<file path="src/rtl/wb_mem_arbiter.sv">
// Round-robin arbiter sharing one Wishbone RAM slave between NM masters; the grant is held for the whole cyc.
// Define WB_ARB_WATCHDOG_EN to add a hung-slave watchdog that errors the owner after TIMEOUT stalled cycles.
module wb_mem_arbiter #(
  parameter int NM      = 3,
  parameter int AW      = 32,
  parameter int DW      = 32,
  parameter int TIMEOUT = 255
) (
  input  logic                  wb_clk_i,
  input  logic                  wb_rst_ni,
  input  logic [NM*AW-1:0]      m_adr_i,
  input  logic [NM*DW-1:0]      m_dat_i,
  input  logic [NM*(DW/8)-1:0]  m_sel_i,
  input  logic [NM-1:0]         m_we_i,
  input  logic [NM-1:0]         m_cyc_i,
  input  logic [NM-1:0]         m_stb_i,
  input  logic [NM*3-1:0]       m_cti_i,
  input  logic [NM*2-1:0]       m_bte_i,
  output logic [DW-1:0]         m_dat_o,
  output logic [NM-1:0]         m_ack_o,
  output logic [NM-1:0]         m_err_o,
  output logic [NM-1:0]         m_rty_o,
  output logic [AW-1:0]         s_adr_o,
  output logic [DW-1:0]         s_dat_o,
  output logic [DW/8-1:0]       s_sel_o,
  output logic                  s_we_o,
  output logic                  s_cyc_o,
  output logic                  s_stb_o,
  output logic [2:0]            s_cti_o,
  output logic [1:0]            s_bte_o,
  input  logic [DW-1:0]         s_dat_i,
  input  logic                  s_ack_i,
  input  logic                  s_err_i,
  input  logic                  s_rty_i,
  output logic [NM-1:0]         grant_o
);

  localparam int SW = DW / 8;
  localparam int IW = $clog2(NM);

`ifdef WB_ARB_WATCHDOG_EN
  typedef enum logic [1:0] {ST_IDLE, ST_BUSY, ST_WDOG} state_e;
  localparam int CW = 16;
  logic [CW-1:0] wdog_cnt_q, wdog_cnt_d;
  logic          any_rsp, wdog_fire;
`else
  typedef enum logic [1:0] {ST_IDLE, ST_BUSY} state_e;
`endif

  state_e        state_q, state_d;
  logic [NM-1:0] grant_q, grant_d;
  logic [IW-1:0] rr_ptr_q, rr_ptr_d;
  logic [NM-1:0] pick;
  logic [IW-1:0] g_idx, rr_next;
  logic          own_cyc, own_stb;

  assign own_cyc = |(m_cyc_i & grant_q);
  assign own_stb = |(m_stb_i & grant_q);
  assign rr_next = (g_idx == IW'(NM - 1)) ? '0 : g_idx + 1'b1;
  assign grant_o = grant_q;
  assign m_dat_o = s_dat_i;

  always_comb begin
    g_idx = '0;
    for (int i = 0; i < NM; i++) begin
      if (grant_q[i]) g_idx = IW'(i);
    end
  end

  // Search starts at rr_ptr and wraps, so the first requester in rotation order wins.
  always_comb begin : arb
    int  idx;
    logic found;
    pick  = '0;
    found = 1'b0;
    idx   = 0;
    for (int i = 0; i < NM; i++) begin
      idx = int'(rr_ptr_q) + i;
      if (idx >= NM) idx = idx - NM;
      if (!found && m_cyc_i[idx]) begin
        found     = 1'b1;
        pick[idx] = 1'b1;
      end
    end
  end

  always_comb begin
    s_adr_o = '0;
    s_dat_o = '0;
    s_sel_o = '0;
    s_we_o  = 1'b0;
    s_cti_o = '0;
    s_bte_o = '0;
    for (int i = 0; i < NM; i++) begin
      if (grant_q[i]) begin
        s_adr_o = m_adr_i[i*AW +: AW];
        s_dat_o = m_dat_i[i*DW +: DW];
        s_sel_o = m_sel_i[i*SW +: SW];
        s_we_o  = m_we_i[i];
        s_cti_o = m_cti_i[i*3 +: 3];
        s_bte_o = m_bte_i[i*2 +: 2];
      end
    end
  end

`ifdef WB_ARB_WATCHDOG_EN
  assign any_rsp   = s_ack_i | s_err_i | s_rty_i;
  assign wdog_fire = (state_q == ST_BUSY) && own_cyc && own_stb && !any_rsp &&
                     (wdog_cnt_q == CW'(TIMEOUT - 1));

  always_comb begin
    if (state_q != ST_BUSY || any_rsp) wdog_cnt_d = '0;
    else if (own_stb)                  wdog_cnt_d = wdog_cnt_q + 1'b1;
    else                               wdog_cnt_d = wdog_cnt_q;
  end
`endif

  // NOTE: every output and next-state value gets a default first so no path through the case infers a latch.
  always_comb begin
    state_d  = state_q;
    grant_d  = grant_q;
    rr_ptr_d = rr_ptr_q;
    s_cyc_o  = 1'b0;
    s_stb_o  = 1'b0;
    m_ack_o  = '0;
    m_err_o  = '0;
    m_rty_o  = '0;
    case (state_q)
      ST_IDLE: begin
        if (|m_cyc_i) begin
          grant_d = pick;
          state_d = ST_BUSY;
        end
      end
      ST_BUSY: begin
        s_cyc_o = own_cyc;
        s_stb_o = own_stb;
        // Responses are suppressed while reset is asserted so an in-flight ack never reaches a master.
        m_ack_o = grant_q & {NM{s_ack_i & wb_rst_ni}};
        m_err_o = grant_q & {NM{s_err_i & wb_rst_ni}};
        m_rty_o = grant_q & {NM{s_rty_i & wb_rst_ni}};
        if (!own_cyc) begin
          state_d  = ST_IDLE;
          grant_d  = '0;
          rr_ptr_d = rr_next;
        end
`ifdef WB_ARB_WATCHDOG_EN
        else if (wdog_fire) begin
          m_err_o = grant_q & {NM{wb_rst_ni}};
          state_d = ST_WDOG;
        end
      end
      ST_WDOG: begin
        if (!own_cyc) begin
          state_d  = ST_IDLE;
          grant_d  = '0;
          rr_ptr_d = rr_next;
        end
`endif
      end
      default: begin
        state_d = ST_IDLE;
        grant_d = '0;
      end
    endcase
  end

  // NOTE: state registers use non-blocking assignments so every flop samples pre-edge values.
  always_ff @(posedge wb_clk_i) begin
    if (!wb_rst_ni) begin
      state_q  <= ST_IDLE;
      grant_q  <= '0;
      rr_ptr_q <= '0;
`ifdef WB_ARB_WATCHDOG_EN
      wdog_cnt_q <= '0;
`endif
    end else begin
      state_q  <= state_d;
      grant_q  <= grant_d;
      rr_ptr_q <= rr_ptr_d;
`ifdef WB_ARB_WATCHDOG_EN
      wdog_cnt_q <= wdog_cnt_d;
`endif
    end
  end

endmodule
</file>
<file path="config.mk">
export PLATFORM = sky130hd
export DESIGN_NAME = wb_mem_arbiter
export DESIGN_NICKNAME = d
export VERILOG_FILES = /design/src/rtl/wb_mem_arbiter.sv
export SDC_FILE = /design/constraint.sdc
export NUM_CORES = 1
export LEC_CHECK = 0
export BUFFER_PORTS_ARGS = -buffer_cell sky130_fd_sc_hd__buf_2
export CAP_MARGIN = 30
export CORE_AREA = 2 2 149 151
export DETAILED_ROUTE_END_ITERATION = 16
export DIE_AREA = 0 0 151 153
export SETUP_SLACK_MARGIN = 0.2
export SLEW_MARGIN = 10
export SYNTH_ARGS = -nofsm -noshare
export SYNTH_HDL_FRONTEND = slang
export SYNTH_SLANG_ARGS = --single-unit
</file>
<file path="constraint.sdc">
create_clock -name wb_clk_i -period 2.1 [get_ports wb_clk_i]
set_input_delay 0.315 -clock wb_clk_i [delete_from_list [all_inputs] [get_ports wb_clk_i]]
set_output_delay 0.315 -clock wb_clk_i [all_outputs]
set_load 0.05 [all_outputs]
</file>
==> flow_metrics.tcl <==
set metrics [dict create \
    outcome "finished, final reports clean" \
    syn_nets 638 \
    place_hpwl_um 11010 \
    synth_cells 369 \
    vias_per_cell 4.212 \
    globalRoute.totalOverflow 0 \
    coreArea_um2 21490 \
    drv_slew 0 \
    rsz0062_at_grt "true" \
    ir_worst_vdd_mv 0.2576 \
    ios 385 \
    cts_tree "built" \
    path_clk_slew_ns 0.03 \
    track_usage 0.1035 \
    grt_pass1_vias 3670 \
    setup_ws_ns 0.2506 \
    crit_arrival_ns 1.53 \
    setup_viol_count_final 0 \
    finalCritPeriodShare 0.8806 \
    ys_seq_area_frac 0.05572 \
    placed_area_um2 4817 \
    syn_area_um2 2156 \
    row_count 54 \
    grt_max_degree 39 \
    p_total_w 0.003165 \
    cts_root_buffer "clkbuf_16" \
    required_ns 1.78 \
    critPathKind "reg2out" \
    first_iter_violations 176 \
    drive_above_1_share 0.6763 \
    crit_fanout 21 \
    fmax_ghz 0.5407 \
    gp_congestion 0.8222 \
    cts_hold_buf 0 \
    cts_sinks 6 \
    powerDensity_nw_per_um2 589.5 \
    wire_per_inst_um 15.13 \
    start_util 0.1003 \
    ys_types 33 \
    ys_ff_latch 6 \
    port_buffers 320 \
    leakage_nw 2.387 \
    finalHoldViolCount 0 \
    cts_made_buffers 3 \
    die_w_um 151 \
    critPathCaptureType "output pin" \
    final_area_um2 5369 \
    final_cell_mix "buf_2 (260), nand2_1 (84), a22oi_1 (72), o21ai_4 (60), buf_4 (39)" \
    worst_setup_path_start_kind "flip-flop" \
    hold_class "in2reg" \
    vias 3942 \
    die_h_um 153 \
    area_delta_synth_final_pct 149.0 \
    ant_nets 0 \
    dieArea_um2 23100 \
    nNetsFinal 926 \
    insertion_delay_ns 0.23 \
    htreeDepth 1 \
    slew-limit-headroom 0.7361 \
    clock_path_buffers 2 \
    first_pass_iters 4 \
    place_ws_ns 0.1876 \
    grt_antenna_before_repair 2 \
    syn-mean-instance-area_um2 5.842 \
    tightest_slew_ns 0.3944 \
    yosysWarnings 0 \
    layout_min_cycle_time_ns 1.849 \
    mostFrequentLayoutCell "buf_2" \
    drc_errors 0 \
    drt_wl_total_um 14160 \
    maxCapViolCount 0 \
    finClkSkew_ns 0.0002581 \
    grt_first_pass_wirelength_um 18920 \
]
## worst max-delay path, stage by stage, from the launching register on
cell and delay, ns:
dfxtp_4 0.34, nor2b_4 0.19, buf_4 0.14, buf_12 0.15, a22oi_1 0.12, o21ai_4 0.14
buf_4 0.21
## state kept, by name, summed over array words and instances (netlist names)
name	count
state_q	1
grant_o	3
rr_ptr_q	2
## stage by stage
stage / utilization / cells / hold slack (ns) / TNS (ns)
2_1_floorplan: - / 369 / 0.4707 / -0.09104
4_1_cts: 0.2406 / 929 / 0.4160 / 0
5_1_grt: 0.2499 / 936 / 0.4307 / 0
6_report: 0.2499 / 936 / 0.4263 / 0
3_5_place_dp: 0.2242 / 919 / 0.5475 / 0
3_3_place_gp: 0.2242 / 919 / 0.5345 / 0
## report_power, final
| part | total (W) | switching [W] | internal (W) | leakage, nW |
|---|---|---|---|---|
| Clock | 0.000307 | 0.0000623 | 0.000244 | 0.0370 |
| Sequential | 0.000146 | 0.0000188 | 0.000127 | 0.0514 |
| Combinational | 0.00271 | 0.00170 | 0.00101 | 2.30 |
## final cells by class
cell class,instances,area [µm²]
fillers,2365,16120
inverters,5,18.77
diodes,1,2.502
repair buffers,351,2374
clock buffers,3,75.07
well taps,280,350.3
flip-flops and latches,6,131.4
multi-input cells,290,2417
## final timing paths
check                                start  cells past startpoint                        to  slack, ns
setup reg to reg  rr_ptr_q[0]$_SDFFE_PN0P_                      7   grant_o[0]$_SDFFE_PN0P_       0.33
hold reg to reg   rr_ptr_q[0]$_SDFFE_PN0P_                      2  rr_ptr_q[0]$_SDFFE_PN0P_       0.56
setup / recovery   grant_o[0]$_SDFFE_PN0P_                      6               s_adr_o[11]       0.25
hold / removal                   wb_rst_ni                      3   grant_o[1]$_SDFFE_PN0P_       0.43
## layer usage
layer  vias to the layer above  routed length [µm]  GRT usage
li1                       1896                   -          -
met1                      1787                5261     0.1162
met2                       225                7077     0.1879
met3                        32                1228    0.02209
met4                         2                 578    0.04094
met5                         -                  13          0
## cells in the mapped netlist (all sizes together)
cell / n / share of area
o21ai: 78 / 0.18
nand2b: 3 / 0.0087
a21oi: 5 / 0.012
and2b: 1 / 0.0035
a221oi: 1 / 0.0041
a32oi: 1 / 0.0041
a22oi: 74 / 0.26
a311oi: 1 / 0.0041
nor3: 3 / 0.0070
nor2b: 3 / 0.0087
a21boi: 1 / 0.0035
mux2i: 3 / 0.014
nor3b: 1 / 0.0058
nor2: 15 / 0.026
ha: 4 / 0.023
nand2: 85 / 0.15
buf: 48 / 0.15
o211ai: 1 / 0.0035
o22ai: 1 / 0.0029
a222oi: 2 / 0.0093
clkbuf: 20 / 0.035
nand3: 1 / 0.0023
nand3b: 2 / 0.0070
inv: 5 / 0.0087
a31oi: 1 / 0.0029
nand4: 1 / 0.0029
dfxtp: 6 / 0.056
a221o: 1 / 0.0046
nand4b: 1 / 0.0041
## cells by family after synthesis
group | share of synthesized area
AND/OR/NAND/NOR | 0.2252
AO/OA/AOI/OAI | 0.4910
adder cells (fa/ha/maj) | 0.02322
buffers and inverters | 0.1909
multiplexers | 0.01393
flip-flops | 0.05572
## timing repair
action	CTS	global route
pin swaps	1	3
endpoints found under the hold margin	0	0
endpoints found under the setup margin	66	64
setup buffers	6	2
gates cloned	1	4
gates resized for setup	70	23
(Power assumes the default switching activity.)
